File: src/rtl/bitmap_packer_if.sv
// Bit-in / word-out bundle for bitmap_packer: decision bits in, packed words out.
// Master drives the word side and flow status; slave drives bits and consumer ready.
interface bitmap_packer_if #(
    parameter int W  = 8,
    parameter int CW = 17
);
    logic          iEN;
    logic          iDATA;
    logic          oFULL;
    logic [CW-1:0] oADDR;
    logic [W-1:0]  oWORD;
    logic          oVALID;
    logic          iREADY;
    logic          oLAST;
    logic [CW-1:0] oCOUNT;
    logic          oOVF;

    modport master (
        input  iEN, iDATA, iREADY,
        output oFULL, oADDR, oWORD, oVALID, oLAST, oCOUNT, oOVF
    );

    modport slave (
        output iEN, iDATA, iREADY,
        input  oFULL, oADDR, oWORD, oVALID, oLAST, oCOUNT, oOVF
    );
endinterface

File: src/rtl/bitmap_packer.sv
// Packs comparator bits LSB-first into W-bit words with a per-frame ones count; 1-cycle latency.
// 2-entry output queue; while full, incoming bits are dropped and a sticky overflow flag is raised.
module bitmap_packer #(
    parameter int W    = 8,
    parameter int NBIN = 1024,
    parameter int CW   = 17
) (
    input  logic             iCLK,
    input  logic             iRST,
    bitmap_packer_if.master  bus
);
    localparam int PW = (W > 1) ? $clog2(W) : 1;

    logic [CW-1:0] bidx_q, bidx_d;
    logic [PW-1:0] pos_q, pos_d;
    logic [W-1:0]  pack_q, pack_d;
    logic [CW-1:0] ones_q, ones_d;
    logic          wr_q, wr_d;
    logic          rd_q, rd_d;
    logic [1:0]    occ_q, occ_d;
    logic          ovf_q, ovf_d;

    logic [W-1:0]  word_mem_q [2];
    logic          last_mem_q [2];
    logic [CW-1:0] cnt_mem_q  [2];

    logic          full, valid, accept, frame_end, word_end, push, pop;
    logic [W-1:0]  word_new;
    logic [CW-1:0] ones_new;

    always_comb begin
        full      = (occ_q == 2'd2);
        valid     = (occ_q != 2'd0);
        accept    = bus.iEN & ~full;
        frame_end = (bidx_q == CW'(NBIN - 1));
        // pos_q tracks bidx mod W without a divider; it restarts with each frame
        word_end  = frame_end | (pos_q == PW'(W - 1));
        push      = accept & word_end;
        pop       = valid & bus.iREADY;

        word_new          = pack_q;
        word_new[pos_q]   = bus.iDATA;
        ones_new          = ones_q + CW'(bus.iDATA);

        bidx_d = bidx_q;
        pos_d  = pos_q;
        pack_d = pack_q;
        ones_d = ones_q;
        if (accept) begin
            bidx_d = frame_end ? '0 : bidx_q + CW'(1);
            pos_d  = word_end  ? '0 : pos_q + PW'(1);
            pack_d = word_end  ? '0 : word_new;
            ones_d = frame_end ? '0 : ones_new;
        end

        wr_d = wr_q ^ push;
        rd_d = rd_q ^ pop;
        occ_d = occ_q;
        case ({push, pop})
            2'b10:   occ_d = occ_q + 2'd1;
            2'b01:   occ_d = occ_q - 2'd1;
            default: occ_d = occ_q;
        endcase

        ovf_d = ovf_q | (bus.iEN & full);
    end

    always_ff @(posedge iCLK) begin
        if (iRST) begin
            bidx_q <= '0;
            pos_q  <= '0;
            pack_q <= '0;
            ones_q <= '0;
            wr_q   <= 1'b0;
            rd_q   <= 1'b0;
            occ_q  <= 2'd0;
            ovf_q  <= 1'b0;
        end else begin
            bidx_q <= bidx_d;
            pos_q  <= pos_d;
            pack_q <= pack_d;
            ones_q <= ones_d;
            wr_q   <= wr_d;
            rd_q   <= rd_d;
            occ_q  <= occ_d;
            ovf_q  <= ovf_d;
        end
    end

    // Queue storage needs no reset: every read path is gated by occupancy
    always_ff @(posedge iCLK) begin
        if (push && !iRST) begin
            word_mem_q[wr_q] <= word_new;
            last_mem_q[wr_q] <= frame_end;
            cnt_mem_q[wr_q]  <= frame_end ? ones_new : '0;
        end
    end

    assign bus.oFULL  = full;
    assign bus.oADDR  = bidx_q;
    assign bus.oVALID = valid;
    assign bus.oWORD  = valid ? word_mem_q[rd_q] : '0;
    assign bus.oLAST  = valid & last_mem_q[rd_q];
    assign bus.oCOUNT = (valid && last_mem_q[rd_q]) ? cnt_mem_q[rd_q] : '0;
    assign bus.oOVF   = ovf_q;
endmodule

File: src/flat_wrapper.sv
// flat-port wrapper written by rule: the top's interface ports become plain ports
module bitmap_packer_flat 
#(
    parameter int W    = 8,
    parameter int NBIN = 1024,
    parameter int CW   = 17
)
  (iCLK, iRST, bus_iEN, bus_iDATA, bus_iREADY, bus_oFULL, bus_oADDR, bus_oWORD, bus_oVALID, bus_oLAST, bus_oCOUNT, bus_oOVF);
  bitmap_packer_if #(.W(W), .CW(CW)) bus_i ();
  input  logic iCLK;
  input  logic iRST;
  input wire logic [$bits(bus_i.iEN)-1:0] bus_iEN;
  input wire logic [$bits(bus_i.iDATA)-1:0] bus_iDATA;
  input wire logic [$bits(bus_i.iREADY)-1:0] bus_iREADY;
  output wire logic [$bits(bus_i.oFULL)-1:0] bus_oFULL;
  output wire logic [$bits(bus_i.oADDR)-1:0] bus_oADDR;
  output wire logic [$bits(bus_i.oWORD)-1:0] bus_oWORD;
  output wire logic [$bits(bus_i.oVALID)-1:0] bus_oVALID;
  output wire logic [$bits(bus_i.oLAST)-1:0] bus_oLAST;
  output wire logic [$bits(bus_i.oCOUNT)-1:0] bus_oCOUNT;
  output wire logic [$bits(bus_i.oOVF)-1:0] bus_oOVF;
  assign bus_i.iEN = bus_iEN;
  assign bus_i.iDATA = bus_iDATA;
  assign bus_i.iREADY = bus_iREADY;
  assign bus_oFULL = bus_i.oFULL;
  assign bus_oADDR = bus_i.oADDR;
  assign bus_oWORD = bus_i.oWORD;
  assign bus_oVALID = bus_i.oVALID;
  assign bus_oLAST = bus_i.oLAST;
  assign bus_oCOUNT = bus_i.oCOUNT;
  assign bus_oOVF = bus_i.oOVF;
  bitmap_packer #(.W(W), .NBIN(NBIN), .CW(CW)) u_core (.iCLK(iCLK), .iRST(iRST), .bus(bus_i));
endmodule
File: config.mk
export PLATFORM = sky130hd
export DESIGN_NAME = bitmap_packer_flat
export DESIGN_NICKNAME = d
export VERILOG_FILES = /design/src/rtl/bitmap_packer_if.sv /design/src/rtl/bitmap_packer.sv /design/src/flat_wrapper.sv
export SDC_FILE = /design/constraint.sdc
export NUM_CORES = 1
export LEC_CHECK = 0
export BUFFER_PORTS_ARGS = -buffer_cell sky130_fd_sc_hd__buf_2
export CORE_UTILIZATION = 55
export DETAILED_ROUTE_END_ITERATION = 6
export PLACE_DENSITY_LB_ADDON = 0.12
export SYNTH_ARGS = -nofsm -noshare
export SYNTH_HDL_FRONTEND = slang
export SYNTH_SLANG_ARGS = --single-unit
File: constraint.sdc
create_clock -name iCLK -period 4.9 [get_ports iCLK]
set_input_delay 0.49 -clock iCLK [delete_from_list [all_inputs] [get_ports iCLK]]
set_output_delay 0.49 -clock iCLK [all_outputs]
set_load 0.02 [all_outputs]
==> results of run 1 <==
-- through the flow --
step	hold WS (ns)	instance area [sq um]	util
6_report	0.440	5220	0.633
5_1_grt	0.447	5220	0.633
4_1_cts	0.433	5220	0.633
3_5_place_dp	0.459	5040	0.610
3_3_place_gp	0.447	5040	0.610
2_1_floorplan	0.463	4740	-
-- sequential cells by signal, summed over array words and instances (netlist names) --
signal,flops
u_core.rd_q,1
u_core.cnt_mem_q,34
u_core.pos_q,3
u_core.occ_q,2
u_core.pack_q,8
u_core.wr_q,1
u_core.word_mem_q,16
u_core.ones_q,17
u_core.bus.oOVF,1
u_core.last_mem_q,2
u_core.bus.oADDR,17
-- power by group through the flow --
stage | combinational, uW | clock, uW | sequential [uW]
global placement | 45.5 | 0 | 920
floorplan | 35.9 | 0 | 919
global route | 51.2 | 542 | 902
finish | 46.1 | 497 | 901
CTS | 46.1 | 510 | 901
detailed placement | 45.8 | 0 | 920
-- worst max-delay path, cell delays in order (launching register included) --
cell and delay [ns]:
dfxtp_1 0.35, or4_4 0.56, nor4_4 0.34, nand2_2 0.34, inv_2 0.36, o21ai_4 0.11
nor3b_4 0.48, buf_4 0.34
-- per-layer routing --
metal / GRT usage / share of wire
met3: 0.0403 / 0.046
met5: 0 / 0
met1: 0.291 / 0.50
met4: 0.0568 / 0.0078
met2: 0.324 / 0.45
-- worst max-delay path by stage --
stage	startpoint	to	slack, ns	cells past startpoint
after floorplan	u_core.bus.oADDR[15]$_SDFFE_PP0P_	u_core.cnt_mem_q[0][0]$_DFFE_PP_	1.0	7
after global placement	u_core.bus.oADDR[15]$_SDFFE_PP0P_	u_core.word_mem_q[1][3]$_DFFE_PP_	1.79	7
after detailed placement	u_core.bus.oADDR[15]$_SDFFE_PP0P_	u_core.word_mem_q[1][3]$_DFFE_PP_	1.70	7
after CTS	u_core.bus.oADDR[15]$_SDFFE_PP0P_	u_core.cnt_mem_q[1][16]$_DFFE_PP_	1.68	7
after global routing	u_core.bus.oADDR[15]$_SDFFE_PP0P_	u_core.cnt_mem_q[1][16]$_DFFE_PP_	1.49	7
final	u_core.bus.oADDR[15]$_SDFFE_PP0P_	u_core.cnt_mem_q[1][16]$_DFFE_PP_	1.70	7
-- cell usage in the layout, fill, tap and decap left out, drive strengths merged, types with 10 or more instances in the layout --
cell / synthesis / routed
o21ai: 13 / 13
nand3: 14 / 14
nor3: 12 / 12
xnor2: 18 / 18
edfxtp: 52 / 52
buf: 8 / 54
nor2: 82 / 82
a21oi: 18 / 18
nand2: 35 / 35
inv: 10 / 14
dfxtp: 50 / 50
clkbuf: 17 / 10
mux2i: 25 / 25
-- Yosys cell counts, types with 4 or more instances --
cell	instances	area share
nand3b_1	5	0.0079
xor2_1	9	0.017
edfxtp_1	52	0.33
ha_1	6	0.016
buf_2	4	0.0042
nor4_1	7	0.0092
clkbuf_1	17	0.013
dfxtp_1	50	0.21
nand3_1	14	0.015
o21ai_0	12	0.013
nor3_1	12	0.013
mux2i_1	25	0.053
nand2_1	34	0.027
o21a_1	9	0.014
mux2_2	9	0.021
nand4_1	4	0.0053
a21oi_1	18	0.019
inv_1	9	0.0071
nor2_1	82	0.065
and3_1	9	0.012
a22oi_1	8	0.013
a31oi_1	5	0.0066
xnor2_1	18	0.033
or3_1	7	0.0092
-- cell families (layout without fill, tap and decap cells) --
| kind of cell | Yosys count | after routing | synth area share |
|---|---|---|---|
| xor gates and xnor gates | 27 | 27 | 0.0499 |
| buffers and inverters | 35 | 80 | 0.0335 |
| AOI/OAI and AO/OA | 59 | 59 | 0.0818 |
| DFF | 102 | 102 | 0.541 |
| muxes | 34 | 34 | 0.0742 |
| adders and majority gates | 6 | 6 | 0.0158 |
| and+or+nand+nor | 197 | 197 | 0.204 |
-- layout make-up --
| type | instances | share of cell area |
|---|---|---|
| Tap cell | 105 | 0.0251 |
| Sequential cell | 102 | 0.491 |
| Clock buffer | 10 | 0.0244 |
| Timing Repair Buffer | 54 | 0.0537 |
| Inverter | 10 | 0.00719 |
| Multi-Input combinational cell | 323 | 0.389 |
| Clock inverter | 6 | 0.0105 |
==> impl_metrics.py, run 1 <==
metrics = {
    "timing": {
        "period_share": 0.653,
        "finalHoldViolations": 0,
        "tns_ns": 0,
        "tightest_slew_ns": 1.09,
        "finalMaxSlewViolations": 0,
        "rsz0062_at_grt": "no",
        "skew_ns": 0.0157,
        "worst_slack_ns": 1.70,
        "relSlewSlack": 0.276,
        "setup_viol": 0,
        "final.min_clock_period_ns": 3.20,
        "fmax_ghz": 0.312,
    },
    "worst_setup_path": {
        "r2r-start": "u_core.bus.oADDR[15]$_SDFFE_PP0P_",
        "reg2reg_depth": 7,
        "cp.arrival_ns": 3.25,
        "path_max_fanout": 24,
        "r2r_slack_ns": 1.70,
        "worstSetupPathType": "reg -> reg",
        "worstPathRequired_ns": 4.95,
        "cp-end-kind": "register",
        "cp-start-kind": "register",
        "reg2reg_to": "u_core.cnt_mem_q[1][16]$_DFFE_PP_",
    },
    "pwr": {
        "ir_worst_vdd_mv": 0.186,
        "powerDensity_nw_per_um2": 276,
        "total_power_uw": 1440,
        "p_sw_frac": 0.234,
        "p_clk_frac": 0.344,
        "p_int_uw": 1110,
        "seqPwrFrac": 0.624,
        "power_frac_comb": 0.032,
        "p_leak_uw": 0.00192,
        "p_switching_uw": 339,
    },
    "grt": {
        "grt_pass1_vias": 3029,
        "grt_first_pass_wirelength_um": 14400,
        "gr-usage-all-layers": 0.206,
        "antenna_found_initial": 0,
        "grt_max_degree": 28,
        "overflow": 0,
    },
    "die": {
        "rows": 33,
        "initial_utilization": 0.574,
        "die_h_um": 94.8,
        "die_width_um": 94.8,
        "pin_count": 51,
        "core_area_sq_um": 8260,
        "die-area_sq_um": 8990,
    },
    "yosys": {
        "ys_types": 46,
        "synth_area_sq_um": 4740,
        "synth_edf_count": 52,
        "seq_area_frac_synth": 0.541,
        "synth_nets": 471,
        "yosys_warnings": 0,
        "avgSynthCellArea_sq_um": 10.3,
        "synthFlopType": "edfxtp_1",
        "synthCells": 460,
        "async_flop_share": 0,
        "synth-seq-cells": 102,
    },
    "detailed_routing": {
        "wl_per_cell_um": 14.3,
        "drt-pass1-iter-count": 4,
        "vias": 3371,
        "drt-initial-drc-count": 180,
        "ant_nets": 0,
        "vias_per_cell": 5.53,
        "drc": 0,
        "wl_um": 8750,
    },
    "placed_design": {
        "dp.cells": 594,
        "gp_congestion": 0.787,
        "port_buffers": 50,
        "dpl.hpwl_um": 5920,
        "pre_cts_slack_ns": 1.70,
    },
    "clock_tree": {
        "clk_pin_slew_worst_paths_ns": 0.10,
        "cts_tree": "built",
        "cts_root_buffer": "clkbuf_8",
        "worstSkewPairLatency_ns": 0.37,
        "postCtsSetupBuffers": 0,
        "clock-sinks": 102,
        "numCtsBuffers": 9,
        "cts-resized-gates": 0,
        "cts_max_path_buffers": 2,
        "hold_buffers": 0,
        "htree_levels": 3,
    },
    "layout": {
        "fill_cells": 686,
        "drive_gt1_frac": 0.176,
        "nets": 511,
        "finalNonFillerCells": 610,
        "num_antenna_cells": 0,
        "regArea_sq_um": 2560,
        "syn_to_final_growth_pct": 10.2,
        "multi_input_area_sq_um": 2030,
    },
    "flow_run": {
        "cap_violations": 0,
    },
    "worst_hold_path": {
        "hold_path_class": "in -> reg",
        "holdPathStages": 3,
        "min_from": "bus_iEN",
        "whs_endpoint": "u_core.bus.oOVF$_SDFF_PP0_",
    },
    "run_status": {
        "outcome": "finished clean",
    },
}
Note: power is estimated with default switching activity, not from simulation.
==> run 2: changes to the inputs <==
--- a/config.mk
+++ b/config.mk
@@ -6,7 +6,7 @@
 export NUM_CORES = 1
 export LEC_CHECK = 0
 export BUFFER_PORTS_ARGS = -buffer_cell sky130_fd_sc_hd__buf_2
-export CORE_UTILIZATION = 55
+export CORE_UTILIZATION = 53
 export DETAILED_ROUTE_END_ITERATION = 6
 export PLACE_DENSITY_LB_ADDON = 0.12
 export SYNTH_ARGS = -nofsm -noshare
==> constraint.sdc (replaced) <==
create_clock -name iCLK -period 2.7 [get_ports iCLK]
set_input_delay 0.27 -clock iCLK [delete_from_list [all_inputs] [get_ports iCLK]]
set_output_delay 0.27 -clock iCLK [all_outputs]
set_load 0.02 [all_outputs]
==> impl_metrics.py, run 2 (synthesized netlist as in run 1, its figures left out) <==
metrics = {
    "clock_tree": {
        "numCtsBuffers": 9,
        "clk_pin_slew_worst_paths_ns": 0.10,
        "cts-resized-gates": 0,
        "cts_tree": "built",
        "clock-sinks": 102,
        "cts_max_path_buffers": 2,
        "worstSkewPairLatency_ns": 0.37,
        "cts_root_buffer": "clkbuf_8",
        "hold_buffers": 0,
        "postCtsSetupBuffers": 0,
        "htree_levels": 3,
    },
    "timing": {
        "hold_slack_ns": 0.218,
        "setup_viol": 0,
        "finalHoldViolations": 0,
        "final.min_clock_period_ns": 2.36,
        "skew_ns": 0.0137,
        "period_share": 0.874,
        "tightest_slew_ns": 0.581,
        "rsz0062_at_grt": "no",
        "worst_slack_ns": 0.340,
        "relSlewSlack": 0.612,
        "tns_ns": 0,
        "finalMaxSlewViolations": 0,
        "fmax_ghz": 0.424,
    },
    "grt": {
        "grt_first_pass_wirelength_um": 13700,
        "antenna_found_initial": 0,
        "grt_pass1_vias": 2828,
        "overflow": 0,
        "gr-usage-all-layers": 0.196,
        "grt_max_degree": 44,
    },
    "pwr": {
        "seqPwrFrac": 0.625,
        "p_int_uw": 2000,
        "p_leak_uw": 0.00196,
        "p_clk_frac": 0.341,
        "p_sw_frac": 0.233,
        "ir_worst_vdd_mv": 0.282,
        "power_frac_comb": 0.033,
        "powerDensity_nw_per_um2": 493,
        "p_switching_uw": 609,
    },
    "worst_hold_path": {
        "holdPathStages": 3,
        "min_from": "bus_iEN",
        "hold_path_class": "in -> reg",
    },
    "worst_setup_path": {
        "r2r_slack_ns": 0.34,
        "r2r-start": "u_core.bus.oADDR[15]$_SDFFE_PP0P_",
        "cp.arrival_ns": 2.65,
        "path_max_fanout": 5,
        "cp-end-kind": "register",
        "cp-start-kind": "register",
        "reg2reg_to": "u_core.occ_q[1]$_SDFFE_PP0P_",
        "cp-startpoint": "u_core.bus.oADDR[15]$_SDFFE_PP0P_",
        "reg2reg_depth": 8,
        "worstSetupPathType": "reg -> reg",
        "worstPathRequired_ns": 2.99,
        "worstSetupEndpoint": "u_core.occ_q[1]$_SDFFE_PP0P_",
    },
    "layout": {
        "multi_input_area_sq_um": 2040,
        "largest-register": "u_core.cnt_mem_q",
        "syn_to_final_growth_pct": 11.9,
        "num_antenna_cells": 0,
        "layout_common_cells": "nor2_1, edfxtp_1, buf_2",
        "largest_reg_flops": 34,
        "nets": 517,
        "final_common_cell": "nor2_1",
        "regArea_sq_um": 2560,
        "drive_gt1_frac": 0.190,
        "final_core_util": 0.611,
        "fill_cells": 749,
    },
    "placed_design": {
        "dpl.hpwl_um": 5960,
        "gp_congestion": 0.779,
        "pre_cts_slack_ns": 0.358,
        "port_buffers": 50,
    },
    "run_status": {
        "outcome": "finished clean",
    },
    "detailed_routing": {
        "drt-initial-drc-count": 147,
        "vias_per_cell": 5.50,
        "ant_nets": 0,
        "drt-pass1-iter-count": 4,
        "drc": 0,
        "wl_per_cell_um": 14.5,
        "vias": 3400,
        "wl_um": 8990,
    },
    "die": {
        "die_width_um": 96.6,
        "core_area_sq_um": 8680,
        "rows": 34,
        "pin_count": 51,
        "initial_utilization": 0.546,
        "die_h_um": 96.6,
        "die-area_sq_um": 9320,
    },
    "flow_run": {
        "cap_violations": 0,
    },
}
## run 2: changes by cell type in the layout (fill, tap and decap cells not counted)
cell,change
buf_4,+4
buf_12,+2
clkinv_4,+2
dfxtp_1,-2
dfxtp_2,+2
clkbuf_1,-1
clkinvlp_4,-1
inv_6,-1
nor3_2,-1
nor3_4,+1
## run 2: power groups by stage
stage,clock network [uW],logic [uW],registers [uW]
after floorplan,0,65.9,1670
after global placement,0,86.0,1670
after detailed placement,0,87.6,1670
after CTS,925,88.1,1630
after global routing,983,96.4,1640
final,892,86.8,1630
## run 2: worst min-delay path by stage
| stage | end | slack (ns) |
|---|---|---|
| floorplan | u_core.bus.oOVF$_SDFF_PP0_ | 0.41 |
| global placement | u_core.bus.oOVF$_SDFF_PP0_ | 0.45 |
| detailed placement | u_core.bus.oOVF$_SDFF_PP0_ | 0.46 |
| CTS | u_core.bus.oOVF$_SDFF_PP0_ | 0.19 |
| global route | u_core.bus.oOVF$_SDFF_PP0_ | 0.22 |
| finish | u_core.bus.oOVF$_SDFF_PP0_ | 0.22 |
## run 2: area by class of cell
| type | instances | area share |
|---|---|---|
| Clock buffer | 9 | 0.0234 |
| Clock inverter | 6 | 0.0106 |
| Inverter | 10 | 0.00708 |
| Multi-Input combinational cell | 323 | 0.384 |
| Sequential cell | 102 | 0.484 |
| Tap cell | 108 | 0.0255 |
| Timing Repair Buffer | 60 | 0.0661 |
## run 2: critical path: stages, from the launching register on
cell and delay (ns):
dfxtp_2 0.35, or4_4 0.55, nor4_4 0.26, nand2_2 0.10
inv_2 0.09, o21ai_4 0.08, ha_1 0.33, or3_1 0.39
a21oi_1 0.15
## run 2: through the flow
stage	power (uW)	instance area, sq um	std cells
6_report	2610	5300	618
2_1_floorplan	1730	4760	460
4_1_cts	2650	5300	618
3_5_place_dp	1760	5120	603
3_3_place_gp	1760	5120	603
5_1_grt	2720	5300	618
## run 2: per-layer routing
metal,vias up,part of all wire,track usage
li1,1717,-,-
met1,1609,0.49,0.276
met2,72,0.46,0.296
met3,2,0.046,0.0352
met4,0,0.0040,0.0858
met5,-,0,0
